## config.mk

```make
export PLATFORM = sky130hd
export DESIGN_NAME = result_serializer_flat
export DESIGN_NICKNAME = d
export VERILOG_FILES = /design/src/rtl/result_serializer_if.sv /design/src/rtl/result_serializer.sv /design/src/flat_wrapper.sv
export SDC_FILE = /design/constraint.sdc
export NUM_CORES = 1
export LEC_CHECK = 0
export CORE_MARGIN = 2
export CORE_UTILIZATION = 46
export DETAILED_ROUTE_END_ITERATION = 6
export PLACE_DENSITY = 0.77
export SYNTH_ARGS = -nofsm -noshare
export SYNTH_HDL_FRONTEND = slang
export SYNTH_SLANG_ARGS = --single-unit
```

## constraint.sdc

```tcl
create_clock -name clk -period 1.81 [get_ports clk]
set_input_delay 0.362 -clock clk [delete_from_list [all_inputs] [get_ports clk]]
set_output_delay 0.362 -clock clk [all_outputs]
set_load 0.01 [all_outputs]
```

## src/rtl/result_serializer_if.sv

```systemverilog
// Byte-stream link from the result serializer to the output pins.
// The master drives data_out/data_valid; the slave answers with data_ready.
interface result_serializer_if #(
  parameter int unsigned BW = 8
);
  logic [BW-1:0] data_out;
  logic          data_valid;
  logic          data_ready;

  modport master (
    output data_out,
    output data_valid,
    input  data_ready
  );

  modport slave (
    input  data_out,
    input  data_valid,
    output data_ready
  );
endinterface

```

## src/rtl/result_serializer.sv

```systemverilog
// Result serializer: captures the N_ELEM-element result matrix in one cycle and
// streams it out least-significant byte first over a valid/ready handshake.
module result_serializer #(
  parameter int unsigned N_ELEM = 9,
  parameter int unsigned CW     = 18,
  parameter int unsigned BW     = 8
) (
  input  logic                 clk,
  input  logic                 reset,
  input  logic                 start,
  input  logic [CW-1:0]        C [0:N_ELEM-1],
  result_serializer_if.master  tx,
  output logic                 busy,
  output logic                 done
);

  localparam int unsigned NB  = (CW + BW - 1) / BW;
  localparam int unsigned EW  = (N_ELEM > 1) ? $clog2(N_ELEM) : 1;
  localparam int unsigned BYW = (NB > 1) ? $clog2(NB) : 1;
  localparam logic [EW-1:0]  ELEM_LAST = EW'(N_ELEM - 1);
  localparam logic [BYW-1:0] BYTE_LAST = BYW'(NB - 1);

  typedef enum logic [1:0] {
    IDLE,
    SEND,
    DONE
  } state_t;

  state_t            state;
  state_t            state_next;
  logic [CW-1:0]     shadow [0:N_ELEM-1];
  logic [EW-1:0]     elem;
  logic [BYW-1:0]    byte_idx;
  logic              capture;
  logic              xfer;
  logic              last;
  logic [NB*BW-1:0]  padded;

  // State register.
  always_ff @(posedge clk or negedge reset) begin
    if (!reset) begin
      state <= IDLE;
    end else begin
      state <= state_next;
    end
  end

  // Next-state and handshake decode: capture from IDLE/DONE, advance on transfer.
  always_comb begin
    state_next = state;
    capture    = 1'b0;
    xfer       = 1'b0;
    last       = 1'b0;
    unique case (state)
      IDLE, DONE: begin
        if (start) begin
          capture    = 1'b1;
          state_next = SEND;
        end
      end
      SEND: begin
        xfer = tx.data_ready;
        last = xfer && (elem == ELEM_LAST) && (byte_idx == BYTE_LAST);
        if (last) begin
          state_next = DONE;
        end
      end
      default: state_next = IDLE;
    endcase
  end

  // Shadow capture and element/byte counters. The counters stop on the final
  // transfer instead of wrapping, so the output byte holds its last value in DONE.
  always_ff @(posedge clk or negedge reset) begin
    if (!reset) begin
      for (int unsigned i = 0; i < N_ELEM; i++) begin
        shadow[i] <= '0;
      end
      elem     <= '0;
      byte_idx <= '0;
    end else if (capture) begin
      shadow   <= C;
      elem     <= '0;
      byte_idx <= '0;
    end else if (xfer && !last) begin
      if (byte_idx == BYTE_LAST) begin
        byte_idx <= '0;
        elem     <= elem + EW'(1);
      end else begin
        byte_idx <= byte_idx + BYW'(1);
      end
    end
  end

  // Output byte selection with zero fill above CW; status flags from state.
  always_comb begin
    padded            = '0;
    padded[CW-1:0]    = shadow[elem];
    tx.data_out       = padded[32'(byte_idx) * BW +: BW];
    tx.data_valid     = (state == SEND);
    busy              = (state == SEND);
    done              = (state == DONE);
  end

endmodule
```

## src/flat_wrapper.sv

```systemverilog
// flat-port wrapper written by rule: the top's interface ports become plain ports
module result_serializer_flat 
#(
  parameter int unsigned N_ELEM = 9,
  parameter int unsigned CW     = 18,
  parameter int unsigned BW     = 8
)
  (clk, reset, start, C, busy, done, tx_data_out, tx_data_valid, tx_data_ready);
  result_serializer_if #(.BW(BW)) tx_i ();
  input  logic clk;
  input  logic reset;
  input  logic start;
  input  logic [CW-1:0] C[0:N_ELEM-1];
  output logic busy;
  output logic done;
  output wire logic [$bits(tx_i.data_out)-1:0] tx_data_out;
  output wire logic [$bits(tx_i.data_valid)-1:0] tx_data_valid;
  input wire logic [$bits(tx_i.data_ready)-1:0] tx_data_ready;
  assign tx_data_out = tx_i.data_out;
  assign tx_data_valid = tx_i.data_valid;
  assign tx_i.data_ready = tx_data_ready;
  result_serializer #(.N_ELEM(N_ELEM), .CW(CW), .BW(BW)) u_core (.clk(clk), .reset(reset), .start(start), .C(C), .tx(tx_i), .busy(busy), .done(done));
endmodule
```

==> results of run 1 <==
layer usage:
| layer | part of all wire | vias to the layer above | track usage |
|---|---|---|---|
| met5 | 0 | - | 0 |
| met4 | 0.013 | 0 | 0.06374 |
| met3 | 0.054 | 18 | 0.04279 |
| met2 | 0.48 | 202 | 0.3785 |
| met1 | 0.45 | 2726 | 0.3316 |
| li1 | - | 2418 | - |
worst max path at each step:
stage	startpoint	endpoint
after global routing	u_core.elem[0]	tx_data_out[2]
after global placement	u_core.elem[0]	tx_data_out[3]
after CTS	u_core.elem[0]	tx_data_out[5]
final	u_core.elem[0]	tx_data_out[6]
after floorplan	u_core.elem[1]	u_core.byte_idx[1]
after detailed placement	u_core.elem[0]	tx_data_out[6]
state kept, by name, summed over array words and instances (netlist names):
| name | cells |
|---|---|
| u_core.state | 2 |
| u_core.byte_idx | 2 |
| u_core.elem | 4 |
| u_core.shadow | 162 |
cell families (layout without fill, tap and decap cells):
logic type | count (synthesis) | count (layout)
adder cells (fa/ha/maj) | 2 | 2
buffers and inverters | 43 | 289
AND/OR/NAND/NOR | 48 | 48
XOR/XNOR | 3 | 3
AO/OA/AOI/OAI | 33 | 33
multiplexers | 229 | 229
flip-flops | 170 | 170
Yosys cell counts (all sizes together), types with 4 or more instances:
cell    instances
dfrtp         170
nor2b           8
nand4           4
mux2          161
inv             5
clkbuf          4
nor2            9
buf            34
mux4           25
a22oi           7
nand2           7
o22a            6
mux2i          43
a21oi           5
o21ai          10
layout by cell type (no fill, tap or decap), types with 4 or more instances in the layout:
cell and n:
a21oi_1 5, a22oi_1 5, buf_12 16, buf_2 7
buf_4 52, buf_6 6, clkbuf_16 18, clkbuf_8 5
clkdlybuf4s50_1 164, clkinv_2 5, dfrtp_1 167, inv_1 4
mux2_2 161, mux2i_1 34, mux2i_2 6, mux4_2 24
nand2_1 7, nand4_1 4, nor2_1 8, nor2b_1 6
o21ai_2 6, o22a_1 6
through the flow:
stage / hold slack [ps] / setup TNS (ps) / instances / utilization
CTS: 412.6 / -6593 / 990 / 0.6637
global placement: 293.5 / -10600 / 956 / 0.6241
detailed placement: 303.4 / -10330 / 956 / 0.6241
global route: 443.8 / -6211 / 994 / 0.6733
finish: 406.4 / -5304 / 994 / 0.6733
floorplan: 66.41 / -53.96 / 528 / -
cell type report:
cell class	instances	area, sq um
fillers	1137	5436
flip-flops and latches	170	4258
multi-input cells	315	3508
repair buffers	252	2549
clock buffers	22	494.2
well taps	220	275.3
clock inverters	10	90.09
inverters	5	31.28
where the power goes:
group | switching, mW | leakage, nW | internal [mW]
logic | 3.46 | 2.44 | 5.11
clock network | 1.51 | 0.296 | 2.08
registers | 1.06 | 2.14 | 5.50
repair_timing:
item / in CTS / in global routing
setup endpoints to repair: 18 / 15
buffers inserted: 1 / 4
cloned: 1 / 1
gates resized for setup: 58 / 30
pin swaps: 9 / 11
hold buffers: 1 / 0
endpoints found under the hold margin: 36 / 0
==> key figures, run 1 <==
Floorplan
  • Rows: 47
  • Starting density of the core: 0.4738
  • Die H: 134.9 um
  • Die area: 18,200 sq um
  • Core area: 16,640 sq um
  • Ports: 177
  • Die W: 134.9 um

Place
  • DP Area: 10,390 sq um
  • Place WS: -639.0 ps
  • Routability cong.: 0.8870
  • HPWL after detailed placement: 15,280 um
  • Buffers added on ports: 176

Global route
  • First-pass GRT wire length: 32,000 um
  • All-Layer GR Usage: 0.2353
  • Number of global-route vias before repair: 5,798
  • Antenna violations before repair: 0
  • Largest net degree at the start of global routing: 49
  • Remaining global-route overflow: 0

Hold path
  • Worst hold path type: in -> async

Setup path
  • Crit Path Class: reg -> out
  • Startpoint types: flip-flop
  • CP Capture Type: output port
  • Data required time of the critical path: 1450 ps
  • Worst-path maximum fanout: 7
  • FF-to-FF End: u_core.state[0]
  • Crit-path leading delay family: multiplexers
  • Worst path arrival time: 2140 ps
  • Worst R2R Path Depth: 9
  • Slowest CP cell: mux4_2
  • R2r setup slk: -60 ps
  • Cell Chain, Critical Path: buf_12 -> mux4_2 -> mux2i_1 -> o22a_1 -> o21ai_2 -> buf_2
  • Buffer and inverter count on the worst path: 2
  • R2R Path Start: u_core.elem[0]
  • Delay of the slowest critical-path stage: 520 ps
  • CP Depth: 6

Timing
  • Final Skew: 5.782 ps
  • Period minus WS final: 2500 ps
  • PnR worst setup slack: -689.9 ps
  • RSZ-0062 raised after global routing: true
  • Max-slew violations: 0
  • Max-Slew Margin vs Limit: 0.7373
  • Hold Fails Final Rpt: 0
  • Worst-Margin Slew: 394.1 ps
  • Achievable frequency: 0.4000 GHz
  • Final period util: 1.381
  • Final setup viols: 11

Synth
  • Syn Std Cell Area: 7885 sq um
  • Cells after synthesis: 528
  • Largest family of logic cells by synthesized area: multiplexers
  • Syn Nets: 696
  • Synth area leader: dfrtp_1
  • Simple-Gate Fraction of Synth Area: 0.03459
  • Post-synth top area share: 0.5395
  • Synth Area per Inst: 14.93 sq um
  • Seq cells post-synth: 170
  • Synth Flop Type: dfrtp_1
  • Post-Synth Adder-Cell Area: 0.003174
  • Asr flop ratio synth: 1.000
  • Sequential share of the synthesized area: 0.5395
  • Synth Warn #: 0
  • EDFF count, synth: 0
  • Count of different cell masters after synthesis: 39
  • Post-Synth XOR/XNOR Area: 0.003332
  • Synth top area cells: dfrtp_1 (54%), mux2_2 (23%), mux4_2 (6.6%), mux2i_1 (5.5%), buf_4 (1.5%)
  • Mux share of post-synthesis cell area: 0.3569
  • Compound-gate portion of the synthesized area: 0.02840

Route
  • Vias/cell: 5.396
  • Drt wl/cell: 20.83 um
  • ANT nets after route: 0
  • Initial drt markers: 239
  • DRC: 0
  • Total number of vias: 5,364
  • Drt total wl: 20,700 um
  • TritonRoute pass-1 iters: 4

Layout
  • Area Growth Syn to Fin: 42.11%
  • Final Cell Area: 11,210 sq um
  • Fin nets: 929
  • Antenna Cells: 0
  • Share of cells above drive strength 1: 0.4302

Clocking
  • Clock net sink count: 170
  • Clk buf depth: 2
  • Clock tree root buffer cell: clkbuf_16
  • H-tree Lvls: 4
  • CTS tree: yes
  • CTS Buf Count: 17
  • Later-pin clock latency in the skew report: 430 ps
  • CTS clk-pin slew, worst paths: 60 ps

Pwr
  • Maximum VDD drop: 0.0009081 V
  • Total power density per cell area: 1670 nW/um^2
  • Overall power: 18.72 mW
  • Leakage: 4.876 nW

Run
  • Max Cap Violations: 0

Outcome
  • Status: complete, but fails checks
  • Failing checks: setup timing
No activity file was read; power rests on OpenSTA's default activity.
==> run 2, diff against run 1 <==
--- a/config.mk
+++ b/config.mk
@@ -8,7 +8,9 @@
 export CORE_MARGIN = 2
 export CORE_UTILIZATION = 46
 export DETAILED_ROUTE_END_ITERATION = 6
+export GPL_ROUTABILITY_DRIVEN = 0
 export PLACE_DENSITY = 0.77
+export SKIP_CTS_REPAIR_TIMING = 1
 export SYNTH_ARGS = -nofsm -noshare
 export SYNTH_HDL_FRONTEND = slang
 export SYNTH_SLANG_ARGS = --single-unit
==> key figures, run 2 (same netlist as run 1, synthesis figures left out) <==
Outcome
  • Status: complete, but fails checks
  • Failing checks: setup timing

Layout
  • Most common cell after layout, fill and taps aside: dfrtp_1
  • Fin nets: 937
  • Largest register FFs: 162
  • Final Cell Area: 11,300 sq um
  • Multi-input gate area: 3492 sq um
  • Share of cells above drive strength 1: 0.4309
  • Reg area: 4258 sq um
  • Most frequent cells in the layout: dfrtp_1 (167), clkdlybuf4s50_1 (164), mux2_2 (161)
  • Post-layout util: 0.6789
  • Biggest register: u_core.shadow
  • Antenna Cells: 0
  • Area Growth Syn to Fin: 43.29%
  • Largest regs: u_core.shadow: 162 flops, u_core.elem: 4 flops
  • Fill cell count: 1,119

Setup path
  • Cell Chain, Critical Path: buf_12 -> buf_12 -> buf_6 -> mux4_2 -> mux2i_2 -> buf_4 -> o21ai_2 -> buf_6
  • R2r setup slk: -200 ps
  • Setup crit start: u_core.elem[0]
  • Data required time of the critical path: 1450 ps
  • Crit Path Class: reg -> out
  • Worst-path maximum fanout: 7
  • Delay of the slowest critical-path stage: 450 ps
  • CP Capture Type: output port
  • Startpoint types: flip-flop
  • Worst path arrival time: 2230 ps
  • Slowest CP cell: mux4_2
  • R2R Path Start: u_core.elem[0]

Timing
  • Smallest hold slack: 407.9 ps
  • Final Skew: 7.173 ps
  • Hold Fails Final Rpt: 0
  • Worst-Margin Slew: 391.3 ps
  • Max-Slew Margin vs Limit: 0.7391
  • Achievable frequency: 0.3855 GHz
  • Final setup viols: 15
  • RSZ-0062 raised after global routing: true
  • PnR worst setup slack: -783.8 ps
  • Final period util: 1.433
  • Max-slew violations: 0
  • Period minus WS final: 2594 ps

Global route
  • Antenna violations before repair: 0
  • Met3 Track Usage GR: 0.04279
  • Largest net degree at the start of global routing: 49
  • Global routing's busiest layer: met2
  • All-Layer GR Usage: 0.2330
  • First-pass GRT wire length: 31,750 um
  • Remaining global-route overflow: 0
  • Met1 usage in global routing: 0.3275
  • Global-route met2 utilization: 0.3754
  • Number of global-route vias before repair: 5,777

Clocking
  • CTS Buf Count: 17
  • Later-pin clock latency in the skew report: 430 ps
  • CTS tree: yes
  • Clock tree root buffer cell: clkbuf_16
  • Clock net sink count: 170
  • CTS clk-pin slew, worst paths: 70 ps
  • H-tree Lvls: 4
  • Clk buf depth: 2

Place
  • Buffers added on ports: 176
  • DP Area: 10,390 sq um
  • HPWL after detailed placement: 15,280 um

Floorplan
  • Die H: 134.9 um
  • Die W: 134.9 um
  • Starting density of the core: 0.4738
  • Ports: 177
  • Rows: 47
  • Die area: 18,200 sq um
  • Core area: 16,640 sq um

Route
  • Initial drt markers: 306
  • Vias/cell: 5.437
  • Drt wl/cell: 20.87 um
  • DRC: 0
  • Drt total wl: 20,910 um
  • TritonRoute pass-1 iters: 4
  • Total number of vias: 5,448
  • ANT nets after route: 0

Run
  • Max Cap Violations: 0

Pwr
  • Total power density per cell area: 1675 nW/um^2
  • Leakage: 4.970 nW
  • Maximum VDD drop: 0.0009455 V

Hold path
  • Worst hold path type: in -> async
run 2: metal layers:
layer | vias up | share of wire
met1 | 2792 | 0.45
li1 | 2428 | -
met5 | - | 0
met2 | 202 | 0.48
met4 | 0 | 0.016
met3 | 26 | 0.057
run 2: cell type report:
cell class / instances / area share
Tap cell: 220 / 0.02436
Timing Repair Buffer: 260 / 0.2352
Multi-Input combinational cell: 315 / 0.3091
Inverter: 5 / 0.002769
Clock inverter: 10 / 0.007973
Clock buffer: 22 / 0.04374
Sequential cell: 170 / 0.3769
run 2: metrics by stage:
stage                     power, mW  setup WS, ps  cells  TNS, ps
after global placement        14.19        -589.3    956   -10600
after detailed placement      14.52        -639.0    956   -10330
after global routing          19.83        -872.0   1002    -7686
after CTS                     18.17         -1096    988    -9760
after floorplan               11.38        -9.620    528   -53.96
final                         18.93        -783.8   1002    -6808
run 2: where the power goes:
| group | leakage (nW) | internal [mW] | switching (mW) |
|---|---|---|---|
| Clock | 0.296 | 2.08 | 1.50 |
| Combinational | 2.53 | 5.28 | 3.53 |
| Sequential | 2.14 | 5.50 | 1.04 |
| Total | 4.97 | 12.9 | 6.07 |
run 2: worst paths after layout:
path / end / cells after the start
max: tx_data_out[4] / 8
min: u_core.shadow[40] / 2
max reg2reg: u_core.state[0] / 11
min reg2reg: u_core.shadow[138] / 1
max in group asynchronous: u_core.state[0] / 3
min in group clk: u_core.shadow[138] / 1
run 2: worst max-delay path, delay by kind of cell, from the launching register on:
kind                   cells  cell delay (ps)
buffers and inverters      5              650
AOI/OAI and AO/OA          1               60
muxes                      2              660
DFF                        1              430
==> run 3, diff against run 2 <==
--- a/config.mk
+++ b/config.mk
@@ -5,12 +5,13 @@
 export SDC_FILE = /design/constraint.sdc
 export NUM_CORES = 1
 export LEC_CHECK = 0
-export CORE_MARGIN = 2
+export CORE_MARGIN = 4
 export CORE_UTILIZATION = 46
 export DETAILED_ROUTE_END_ITERATION = 6
 export GPL_ROUTABILITY_DRIVEN = 0
 export PLACE_DENSITY = 0.77
 export SKIP_CTS_REPAIR_TIMING = 1
+export SLEW_MARGIN = 20
 export SYNTH_ARGS = -nofsm -noshare
 export SYNTH_HDL_FRONTEND = slang
 export SYNTH_SLANG_ARGS = --single-unit
==> key figures, run 3 (same netlist as run 1, synthesis figures left out) <==
Layout
  • Final Cell Area: 11,120 sq um
  • Biggest register: u_core.shadow
  • Multi-input gate area: 3437 sq um
  • Area Growth Syn to Fin: 41.02%
  • Most common cell after layout, fill and taps aside: dfrtp_1
  • Largest regs: u_core.shadow: 162 flops, u_core.elem: 4 flops
  • Antenna Cells: 0
  • Fill cell count: 1,171
  • Share of cells above drive strength 1: 0.4152
  • Reg area: 4258 sq um
  • Fin nets: 933
  • Final Instance Count excl. Fillers: 998
  • Largest register FFs: 162
  • Post-layout util: 0.6658
  • Most frequent cells in the layout: dfrtp_1 (167), clkdlybuf4s50_1 (164), mux2_2 (161)

Timing
  • Achievable frequency: 0.3965 GHz
  • Max-slew violations: 0
  • PnR worst setup slack: -712.0 ps
  • Hold Fails Final Rpt: 0
  • Final Skew: 6.693 ps
  • Max-Slew Margin vs Limit: 0.6726
  • Final period util: 1.393
  • Final setup viols: 15
  • Period minus WS final: 2522 ps
  • Setup_tns: -6458 ps
  • RSZ-0062 raised after global routing: true
  • Worst-Margin Slew: 491.1 ps

Global route
  • All-Layer GR Usage: 0.2178
  • Remaining global-route overflow: 0
  • First-pass GRT wire length: 32,770 um
  • Antenna violations before repair: 2
  • Number of global-route vias before repair: 5,975
  • Largest net degree at the start of global routing: 49

Setup path
  • Data required time of the critical path: 1450 ps
  • Crit-path leading delay family: simple AND/OR/NAND/NOR gates
  • Worst path arrival time: 2160 ps
  • Cell Chain, Critical Path: buf_6 -> buf_6 -> or4_4 -> o22a_1 -> o21ai_2 -> buf_2
  • Worst-path maximum fanout: 6
  • Slowest CP cell: or4_4
  • Crit Path Class: reg -> out
  • Delay of the slowest critical-path stage: 570 ps
  • Most common cell type on the critical path: buf_6
  • CP Capture Type: output port
  • Buffer and inverter count on the worst path: 3
  • Startpoint types: flip-flop

Pwr
  • Total power density per cell area: 1660 nW/um^2
  • Leakage: 4.913 nW
  • Maximum VDD drop: 0.0009020 V
  • Overall power: 18.45 mW

Route
  • Initial drt markers: 416
  • Drt wl/cell: 20.58 um
  • ANT nets after route: 0
  • DRC: 0
  • Drt total wl: 20,540 um
  • TritonRoute pass-1 iters: 4
  • Total number of vias: 5,369
  • Vias/cell: 5.380

Floorplan
  • Core area: 16,700 sq um
  • Ports: 177
  • Starting density of the core: 0.4721
  • Die H: 138.9 um
  • Die W: 138.9 um
  • Die area: 19,300 sq um
  • Rows: 47

Outcome
  • Failing checks: setup timing
  • Status: complete, but fails checks

Place
  • Placed cell count: 959
  • Buffers added on ports: 176
  • HPWL after detailed placement: 15,950 um
  • DP Area: 10,380 sq um

Clocking
  • H-tree Lvls: 4
  • Clk buf depth: 2
  • CTS Buf Count: 17
  • CTS clk-pin slew, worst paths: 70 ps
  • CTS tree: yes
  • Clock tree root buffer cell: clkbuf_16
  • Clock net sink count: 170
  • Later-pin clock latency in the skew report: 420 ps

Run
  • Max Cap Violations: 0

Hold path
  • Worst hold path type: in -> async
-- run 3: final cells by class --
type,instances,area share
Multi-Input combinational cell,315,0.3091
Clock inverter,14,0.01643
Sequential cell,170,0.3829
Clock buffer,18,0.03860
Tap cell,220,0.02476
Timing Repair Buffer,256,0.2265
Inverter,5,0.001688
-- run 3: path summary, 6_finish.rpt --
kind,startpoint,to,slack [ps],depth (start not counted)
worst max-delay path,u_core.elem[1],tx_data_out[4],-710,6
worst min-delay path,reset,u_core.shadow[23],440,2
max in group asynchronous,reset,u_core.elem[0],740,3
min in group clk,u_core.shadow[56],u_core.shadow[56],500,1
worst max register to register,u_core.elem[0],u_core.elem[2],-210,10
worst min register to register,u_core.shadow[56],u_core.shadow[56],500,1
-- run 3: stage by stage --
| step | worst slack [ps] | hold slack [ps] |
|---|---|---|
| 2_1_floorplan | -9.620 | 66.41 |
| 3_3_place_gp | -578.4 | 334.5 |
| 3_5_place_dp | -597.1 | 334.3 |
| 4_1_cts | -1093 | -118.9 |
| 5_1_grt | -797.6 | 474.8 |
| 6_report | -712.0 | 437.4 |
-- run 3: layer usage --
metal  vias up  global-route usage  wire length [um]
met5         -                   0                40
met4         4             0.04789               227
met3        23             0.05897              1224
met2       173              0.3505             10030
met1      2740              0.2995              9008
li1       2429                   -                 -
-- run 3: worst register-to-register path, stage by stage (launching register included) --
cell      delay [ps]
dfrtp_2          460
buf_4            180
buf_8            150
inv_1            100
buf_4            130
ha_1             160
nand4b_1         180
buf_4            200
nand4_1          100
xor2_1           180
nor2_1            60
-- run 3: report_power, final --
| group | switching, mW | internal, mW |
|---|---|---|
| combinational | 3.26 | 4.89 |
| clock | 1.56 | 2.20 |
| sequential | 1.05 | 5.49 |
==> RTL edit (flow settings as in run 1) <==
Re-encode `state_t` (3 states) as one-hot, 3 bits wide.
--- a/src/rtl/result_serializer.sv
+++ b/src/rtl/result_serializer.sv
@@ -20,10 +20,10 @@
   localparam logic [EW-1:0]  ELEM_LAST = EW'(N_ELEM - 1);
   localparam logic [BYW-1:0] BYTE_LAST = BYW'(NB - 1);
 
-  typedef enum logic [1:0] {
-    IDLE,
-    SEND,
-    DONE
+  typedef enum logic [2:0] {
+    IDLE = 3'b001,
+    SEND = 3'b010,
+    DONE = 3'b100
   } state_t;
 
   state_t            state;
Formal check against the unedited RTL: same outputs for any inputs over 4 cycles, from zero or initial values and one cycle with reset low; so few cycles prove little.
==> RTL edit against run 1 <==
The run still ends with setup timing left; sequential cell count rose by 1; routed wire length up 20%; power increased by 7.6%; first-iteration DRC count is 48% higher; setup slack lost 0.052 ns; register-to-register slack worse by 0.09 ns; utilization is 5.5 points higher; synthesized area rose by 1.0%; cell area increased by 11%.
==> RTL edit: results (changes against run 1) <==
- Via count: 5725 (+6.7%)
- Final setup fails: 158 (+147)
- Starting DRT DRC Count: 354 (+48%)
- FF-to-FF End: u_core.shadow[69]
- Reg-to-Reg Start: u_core.state[0]
- Setup TNS: -13.86 ns (-8.56 ns)
- Setup ws final: -0.742 ns (-0.0519 ns)
- Largest net degree at the start of global routing: 59 (+20%)
- Post-CTS Hold Buffers: 1 (unchanged)
- Status: finished with violations
- Clock slew at reported path FFs: 0.06 ns (about the same)
- Total power: 20.1 mW (+7.6%)
- Leakage power: 5.36 nW (+10%)
- Arr. time, crit path: 2.19 ns (+0.05 ns)
- Post-CTS Setup Bufs: 25 (+24)
- Detailed placer's ending HPWL: 15700 um (+2.8%)
- Layout cells sized above 1: 45.1% (+2.1 points)
- Vias in the first global route: 6221 (+7.3%)
- Fin Hold WS: 0.378 ns (-0.0285 ns)
- P_sw: 6.19 mW (+2.6%)
- Ranking of synthesized cells by area: dfrtp_1 (53%), mux2_1 (13%), mux2_2 (9.9%)
- Cell Area, Placed: 0.0104 mm^2 (about the same)
- Max FO, Critical Path: 8 (+1)
- Syn nets: 701 (+0.72%)
- First-pass GRT wire length: 36600 um (+14%)
- Non-Filler Instances: 1030 (+3.6%)
- Slowest cell on crit path: dfrtp_2
- VDD IR max: 0.861 mV (-5.1%)
- Worst r2r path cells: 7 (-2)
- Post-synth top cells: dfrtp_1 (170), mux2_1 (92), mux2_2 (70), mux2i_1 (43), mux4_2 (22)
- Failing checks: setup timing
- Syn avg cell area: 14.9 um^2 (about the same)
- Sequential power share: 35.1% (about the same)
- Place WS: -0.680 ns (-0.0414 ns)
- Register area share after synthesis: 53.7% (-0.23 points)
- Clock power share: 17.9% (-1.3 points)
- Final Wtd Congestion: 0.933 (+5.2%)
- CP peak stage delay: 0.39 ns (-0.13 ns)
- Post-CTS sizing: 191 (+230%)
- Actual slew at the worst max-slew pin: 0.425 ns (+0.0305 ns)
- Largest regs: u_core.shadow (162), u_core.elem (4), u_core.state (3)
- Top delay family on crit path: buffers and inverters
==> RTL edit: cell count changes in the layout (fill, tap and decap cells not counted), sizes merged, moves of 4 or more <==
cell / run 1 / this run
buf: 83 / 106
clkbuf: 23 / 30
o221ai: 0 / 6
o22a: 6 / 0
nand3: 3 / 8
a221oi: 0 / 4
clkinv: 9 / 5
nor2: 9 / 13
o21ai: 10 / 6
==> RTL edit: area by class of cell <==
type | instances | area [um^2]
clock inverter | 9 | 86.3
sequential | 171 | 4280
multi-input combinational | 318 | 4150
fill | 997 | 4650
inverter | 6 | 22.5
timing repair buffer | 278 | 3150
clock buffer | 23 | 498
tap | 225 | 282
==> RTL edit: per-layer routing <==
metal  global-route usage [%]  up-vias  part of all wire, %  routed length, um
li1                         -     2492                    -                  -
met1                     36.3     2956                   42              10500
met2                     43.5      233                   49              12200
met3                     5.84       44                  6.2               1530
met4                     8.62        0                  2.1                530
met5                        0        -                    0                  0
==> RTL edit: how the worst max path moves through the flow <==
stage | from | to | slack (ns) | cells past startpoint
after floorplan | u_core.elem[0] | tx_data_out[2] | -0.004 | 5
after global placement | u_core.elem[0] | tx_data_out[0] | -0.64 | 6
after detailed placement | u_core.elem[0] | tx_data_out[1] | -0.68 | 7
after CTS | u_core.elem[0] | tx_data_out[0] | -0.76 | 6
after global routing | u_core.elem[1] | tx_data_out[1] | -0.82 | 7
final | u_core.elem[1] | tx_data_out[1] | -0.74 | 7
==> RTL edit: logic make-up (layout without fill, tap and decap cells) <==
family / Yosys count / in the layout / share of synthesized area (%)
muxes: 227 / 227 / 34.5
DFF: 171 / 171 / 53.7
and+or+nand+nor: 51 / 51 / 3.55
buffers and inverters: 44 / 316 / 4.30
AOI/OAI and AO/OA: 34 / 34 / 3.16
xor gates and xnor gates: 4 / 4 / 0.440
adders and majority gates: 2 / 2 / 0.314
